$ cat src/rtl/fb_pattern_gen.sv
// Framebuffer test-pattern writer: one frame of raster-order pixel writes per start; first write 1 cycle after start.
// Backpressure: en_w stays high with w_addr/color held until w_ready accepts; done follows the last accept by 1 cycle.
module fb_pattern_gen #(
  parameter int H_RES    = 640,
  parameter int V_RES    = 480,
  parameter int ADDR_W   = 19,
  parameter int COLOR_W  = 4,
  parameter int BAR_LOG2 = 5
) (
  input  logic               clk,
  input  logic               rst,
  input  logic               start,
  input  logic [1:0]         mode,
  input  logic               swap_en,
  input  logic [COLOR_W-1:0] fg_color,
  input  logic [COLOR_W-1:0] bg_color,
  input  logic               w_ready,
  output logic [ADDR_W-1:0]  w_addr,
  output logic [COLOR_W-1:0] color,
  output logic               en_w,
  output logic               done,
  output logic               busy,
  output logic [15:0]        frame_cnt
);

  // Coordinate counters are widened so the bar-select bit always exists.
  localparam int XC  = $clog2(H_RES);
  localparam int YC  = $clog2(V_RES);
  localparam int X_W = (XC > BAR_LOG2) ? XC : BAR_LOG2 + 1;
  localparam int Y_W = (YC > BAR_LOG2) ? YC : BAR_LOG2 + 1;
  localparam logic [X_W-1:0] X_LAST = X_W'(H_RES - 1);
  localparam logic [Y_W-1:0] Y_LAST = Y_W'(V_RES - 1);

  typedef enum logic [1:0] {
    IDLE = 2'd0,
    RUN  = 2'd1,
    DONE = 2'd2
  } state_t;

  state_t state, state_nxt;

  logic [X_W-1:0]     x;
  logic [Y_W-1:0]     y;
  logic [ADDR_W-1:0]  addr;
  logic [1:0]         mode_q;
  logic               swap_q;
  logic [COLOR_W-1:0] fg_q;
  logic [COLOR_W-1:0] bg_q;
  logic               parity;
  logic               accept;
  logic               last_pix;

  assign accept   = (state == RUN) && w_ready;
  assign last_pix = (x == X_LAST) && (y == Y_LAST);

  always_ff @(posedge clk) begin
    if (rst) state <= IDLE;
    else     state <= state_nxt;
  end

  always_comb begin
    state_nxt = state;
    case (state)
      IDLE:    if (start) state_nxt = RUN;
      RUN:     if (accept && last_pix) state_nxt = DONE;
      DONE:    state_nxt = IDLE;
      default: state_nxt = IDLE;
    endcase
  end

  always_ff @(posedge clk) begin
    if (rst) begin
      x         <= '0;
      y         <= '0;
      addr      <= '0;
      mode_q    <= '0;
      swap_q    <= 1'b0;
      fg_q      <= '0;
      bg_q      <= '0;
      parity    <= 1'b0;
      frame_cnt <= '0;
    end else begin
      case (state)
        IDLE: begin
          if (start) begin
            mode_q <= mode;
            swap_q <= swap_en;
            fg_q   <= fg_color;
            bg_q   <= bg_color;
            x      <= '0;
            y      <= '0;
            addr   <= '0;
          end
        end
        RUN: begin
          if (accept) begin
            // Address tracks y*H_RES+x by plain increment in raster order.
            addr <= addr + ADDR_W'(1);
            if (x == X_LAST) begin
              x <= '0;
              y <= last_pix ? '0 : y + Y_W'(1);
            end else begin
              x <= x + X_W'(1);
            end
          end
        end
        DONE: begin
          frame_cnt <= frame_cnt + 16'd1;
          if (swap_q) parity <= ~parity;
        end
        default: ;
      endcase
    end
  end

  logic [COLOR_W-1:0] col_a, col_b;
  logic               sel_b;

  always_comb begin
    col_a = parity ? bg_q : fg_q;
    col_b = parity ? fg_q : bg_q;
    sel_b = 1'b0;
    case (mode_q)
      2'd0:    sel_b = 1'b0;
      2'd1:    sel_b = x[BAR_LOG2];
      2'd2:    sel_b = y[BAR_LOG2];
      default: sel_b = x[BAR_LOG2] ^ y[BAR_LOG2];
    endcase
    color  = (state == RUN) ? (sel_b ? col_b : col_a) : '0;
    w_addr = (state == RUN) ? addr : '0;
    en_w   = (state == RUN);
    busy   = (state == RUN);
    done   = (state == DONE);
  end

endmodule

$ cat config.mk
export PLATFORM = sky130hd
export DESIGN_NAME = fb_pattern_gen
export DESIGN_NICKNAME = d
export VERILOG_FILES = /design/src/rtl/fb_pattern_gen.sv
export SDC_FILE = /design/constraint.sdc
export NUM_CORES = 1
export LEC_CHECK = 0
export ABC_CLOCK_PERIOD_IN_PS = 2300
export BUFFER_PORTS_ARGS = -buffer_cell sky130_fd_sc_hd__buf_4
export CAP_MARGIN = 20
export CORE_UTILIZATION = 55
export CTS_BUF_LIST = sky130_fd_sc_hd__clkbuf_4
export DETAILED_ROUTE_END_ITERATION = 7
export GPL_ROUTABILITY_DRIVEN = 0
export PLACE_DENSITY = 0.81
export SLEW_MARGIN = 20
export SYNTH_ARGS = -nofsm -noshare
export SYNTH_HDL_FRONTEND = slang
export SYNTH_SLANG_ARGS = --single-unit
$ cat constraint.sdc
create_clock -name clk -period 2.3 [get_ports clk]
set_clock_uncertainty 0.1 [all_clocks]
set_input_delay 0.115 -clock clk [delete_from_list [all_inputs] [get_ports clk]]
set_output_delay 0.115 -clock clk [all_outputs]
set_load 0.005 [all_outputs]
==> metrics list <==
* Number of placement rows: 28
* Number of nets produced by synthesis: 423
- The most critical setup path has its startpoint at y[5]$_SDFFE_PP0P_.
* Avg Inst Size Synth: 8.30 um^2
- Number of H-tree branching levels: 3
- For this block, the via count after detailed routing is 3181.
* Final critical-path required period: 2150 ps
- Counting flops with an async set or reset pin after synthesis yields a share of 0%.
- Initial core utilization: 57.0%
- Setup violations remaining at the end of the flow were counted as 0.
- Sorting the synthesized cells by how often they occur yields 68 x sky130_fd_sc_hd__dfxtp_1, 52 x sky130_fd_sc_hd__nand2_1, 41 x sky130_fd_sc_hd__nor2_1.
- Clock transition at the registers of the reported paths: 120 ps
- Summed over all instances, the cell type with the most area after synthesis is sky130_fd_sc_hd__dfxtp_1.
- After synthesis, the netlist uses 52 different library cells.
- Buf+Inv Stages, Crit Path: 1
* Total negative setup slack: 0 ps
- Excluding fillers, the count of instances in the completed layout stands at 555.
- The repair_antennas step left the layout with diodes totalling 0.
- Count of routing violations after the opening detailed-route iteration: 201
- In the final layout, the multi-input gates occupy 1900 um^2.
* Average routed wire per standard cell: 14.3 um
* Result of the run: complete, no violations
- The worst setup path is launched from a flop.
* FF/Latch Area: 1360 um^2
- Final #Nets: 494
* Skew-Pair Late Insertion Delay: 420 ps
* Delay contributed by the slowest stage of the critical path: 470 ps
- The worst-case IR drop observed on VDD is 332 uV.
* Post CTS Setup Buffer Count: 0
* Fill count: 487
* Post-synthesis cell area: 3350 um^2
* Antenna-violating nets left: 0
- Counting buffers and inverters, the worst setup path is 4 cells deep.
- The area growth from synthesis to layout is 22.6%.
- Across all setup checks in the final design, the least slack found is 149 ps.
- Count of final max-slew check failures: 0
* Mean number of vias per cell: 5.73
- Leakage component of the power: 1.58 nW
- Cell with the largest stage delay on the worst path: sky130_fd_sc_hd__dfxtp_1
- The number of clock buffers added by TritonCTS is 9.
- Minimum setup slack after placement: 239 ps
* Total congestion overflow after global routing: 0
- Largest net degree at the start of global routing: 41
- The kind of cell with the highest combined delay along the critical path is flip-flops.
- Vias in the first global route: 2904
* Instance count of the mapped netlist: 404
- Library cell used as clock root buffer: sky130_fd_sc_hd__clkbuf_4
- After synthesis, the largest area contributor takes up 40.6% of total cell area.
- In this run the worst path has a maximum fanout of 8.
* Number of synthesized register bits: 68
* Max-capacitance violation count: 0
- Final routed wirelength across all metal layers: 7940 um
- In this run the count of I/O pins placed on the die edge is 57.
- Setup repair after global routing left no endpoint under its margin.
* First-pass GRT wire length: 12800 um
* Crit path capture type: output pin
- TritonCTS built the clock tree.
- Walking the worst path, the cells encountered are nand2_1 -> xnor3_1 -> o21ai_0 -> buf_4.
- DR pass1 iterations: 4
- The startpoint identified for the worst register-to-register timing path is x[0]$_SDFFE_PP0P_.
* Ranking of synthesized cells by area: sky130_fd_sc_hd__dfxtp_1 41%, sky130_fd_sc_hd__nand2_1 5.8%, sky130_fd_sc_hd__nor2_1 4.6%, sky130_fd_sc_hd__xor2_1 4.4%, sky130_fd_sc_hd__a21oi_1 4.2%
- Placeable core region: 5890 um^2
* Initial antenna violation count: 0
* Total number of yosys warnings: 0
- The setup check on the worst reg-to-reg path leaves a slack of 150 ps.
- The worst register-to-register path ends at state[0]$_SDFFE_PP0P_.
- Category of the critical setup timing path: reg2out
- Power per unit of standard cell area: 494 nW/um^2
- Across every metal layer, demand over resource in global routing totals 25.6%.
- Cells with a size suffix above 1 make up 18.3% of the layout.
- Port bufs: 56
- The tightest min-delay check is of the reg2reg type.
- Total clock sinks: 68
- Final cycle utilization of the critical path: 93.5%
- Transition time at the pin with the least slew margin: 656 ps
- Detailed placement ended at an HPWL of 5320 um.
- Measured in cells, the most critical reg-to-reg path has a length of 6.
- Data arrival, critical path: 1940 ps
- Share of the yosys chip area belonging to registers: 40.6%
- In this run, synthesis inferred 0 flip-flops with an integrated enable.
* Highest attainable clock frequency: 465 MHz
- In this run the vertical extent of the chip is 80.1 um.
- Buffer levels on the longest clock path: 2
* Most common cell in the netlist: sky130_fd_sc_hd__dfxtp_1
- Top_reg_cell synth: sky130_fd_sc_hd__dfxtp_1
- WP data required: 2090 ps
- The floorplan step defined a die boundary enclosing 6410 um^2.
* Setup crit end: color[1]
- Headroom to the max-slew limit came out at 55.9%.
- In the routed design, unresolved DRC markers number 0.
- Die Width: 80.1 um
- The number of endpoints with negative hold slack in the final report is 0.
- Count of placed standard cells including taps: 524
-- flip-flops by register name (all words and copies together) (netlist names) --
name / flops
mode_q: 2
parity: 1
bg_q: 4
swap_q: 1
y: 9
x: 10
frame_cnt: 16
addr: 19
fg_q: 4
state: 2
-- cell type report --
| cell class | count | area share, % |
|---|---|---|
| multi-input combinational | 312 | 46.1 |
| sequential | 68 | 33.1 |
| timing repair buffer | 79 | 15.3 |
| tap | 75 | 2.28 |
| clock buffer | 9 | 1.64 |
| clock inverter | 7 | 1.06 |
| inverter | 5 | 0.456 |
-- layout by cell type, fill, tap and decap left out, types with 2 or more instances in the layout --
master / count
sky130_fd_sc_hd__xor2_1: 17
sky130_fd_sc_hd__nand3_1: 20
sky130_fd_sc_hd__clkinvlp_4: 3
sky130_fd_sc_hd__nand4_1: 15
sky130_fd_sc_hd__clkinv_1: 2
sky130_fd_sc_hd__clkbuf_4: 9
sky130_fd_sc_hd__o21ai_0: 8
sky130_fd_sc_hd__ha_1: 4
sky130_fd_sc_hd__o21ai_1: 9
sky130_fd_sc_hd__nor3_1: 7
sky130_fd_sc_hd__o31ai_1: 7
sky130_fd_sc_hd__or3_1: 7
sky130_fd_sc_hd__and2_1: 20
sky130_fd_sc_hd__nand4b_1: 2
sky130_fd_sc_hd__or4_1: 7
sky130_fd_sc_hd__nor4_1: 3
sky130_fd_sc_hd__nand2_1: 52
sky130_fd_sc_hd__and4_1: 5
sky130_fd_sc_hd__o311ai_1: 2
sky130_fd_sc_hd__inv_1: 4
sky130_fd_sc_hd__nor2b_1: 3
sky130_fd_sc_hd__xnor2_1: 11
sky130_fd_sc_hd__mux2i_1: 4
sky130_fd_sc_hd__dfxtp_1: 67
sky130_fd_sc_hd__nor3b_1: 4
sky130_fd_sc_hd__dlygate4sd3_1: 15
sky130_fd_sc_hd__buf_4: 64
sky130_fd_sc_hd__a21oi_1: 28
sky130_fd_sc_hd__and3_1: 3
sky130_fd_sc_hd__nor2_1: 41
sky130_fd_sc_hd__nand3b_1: 2
sky130_fd_sc_hd__a32oi_1: 5
sky130_fd_sc_hd__and4b_1: 5
sky130_fd_sc_hd__nand2b_1: 2
-- power by group --
group,total (mW),internal [mW],switching (mW)
Sequential,1.21,1.19,0.0126
Combinational,0.168,0.0703,0.0979
Clock,0.656,0.214,0.443
-- worst min path at each step --
stage / startpoint / endpoint / cells after the start
2_1_floorplan: bg_color[0] / bg_q[0]$_SDFFE_PP0P_ / 2
3_3_place_gp: bg_color[0] / bg_q[0]$_SDFFE_PP0P_ / 3
3_5_place_dp: bg_color[1] / bg_q[1]$_SDFFE_PP0P_ / 3
4_1_cts: fg_q[0]$_SDFFE_PP0P_ / fg_q[0]$_SDFFE_PP0P_ / 2
5_1_grt: swap_q$_SDFFE_PP0P_ / swap_q$_SDFFE_PP0P_ / 2
6_report: mode_q[1]$_SDFFE_PP0P_ / mode_q[1]$_SDFFE_PP0P_ / 2
-- cell families after synthesis --
kind of cell	share of synthesized area, %
adders and majority gates	1.49
xor gates and xnor gates	7.98
buffers and inverters	2.98
muxes	1.53
AOI/OAI and AO/OA	11.8
and+or+nand+nor	33.7
DFF	40.6
-- stage by stage --
| step | area (um^2) | utilization (%) | power, mW | hold slack [ps] |
|---|---|---|---|---|
| 6_report | 4110 | 69.9 | 2.03 | 369 |
| 5_1_grt | 4110 | 69.9 | 2.10 | 387 |
| 4_1_cts | 4110 | 69.8 | 2.03 | 367 |
| 3_5_place_dp | 3850 | 65.3 | 1.37 | 273 |
| 3_3_place_gp | 3850 | 65.3 | 1.37 | 266 |
| 2_1_floorplan | 3350 | - | 1.32 | 151 |
-- repair_timing --
action / CTS / global route
hold buffers: 15 / 0
endpoints found under the setup margin: 0 / 3
gates resized for setup: 0 / 2
hold endpoints to repair: 19 / 0
-- layer usage --
metal  track usage [%]  routed length [um]  vias to the layer above  share of wire (%)
met1              32.5                3690                     1493                 46
met4              11.8                 150                        0                1.9
met2              42.6                3780                       82                 48
met3              4.20                 325                       16                4.1
li1                  -                   -                     1590                  -
met5                 0                   0                        -                  0
-- worst min-delay path, cell delays in order (launching register included) --
cell                      delay, ps
sky130_fd_sc_hd__dfxtp_1        330
sky130_fd_sc_hd__nand2_1         50
sky130_fd_sc_hd__a21oi_1         50
Power figures use the tool's default switching activity.
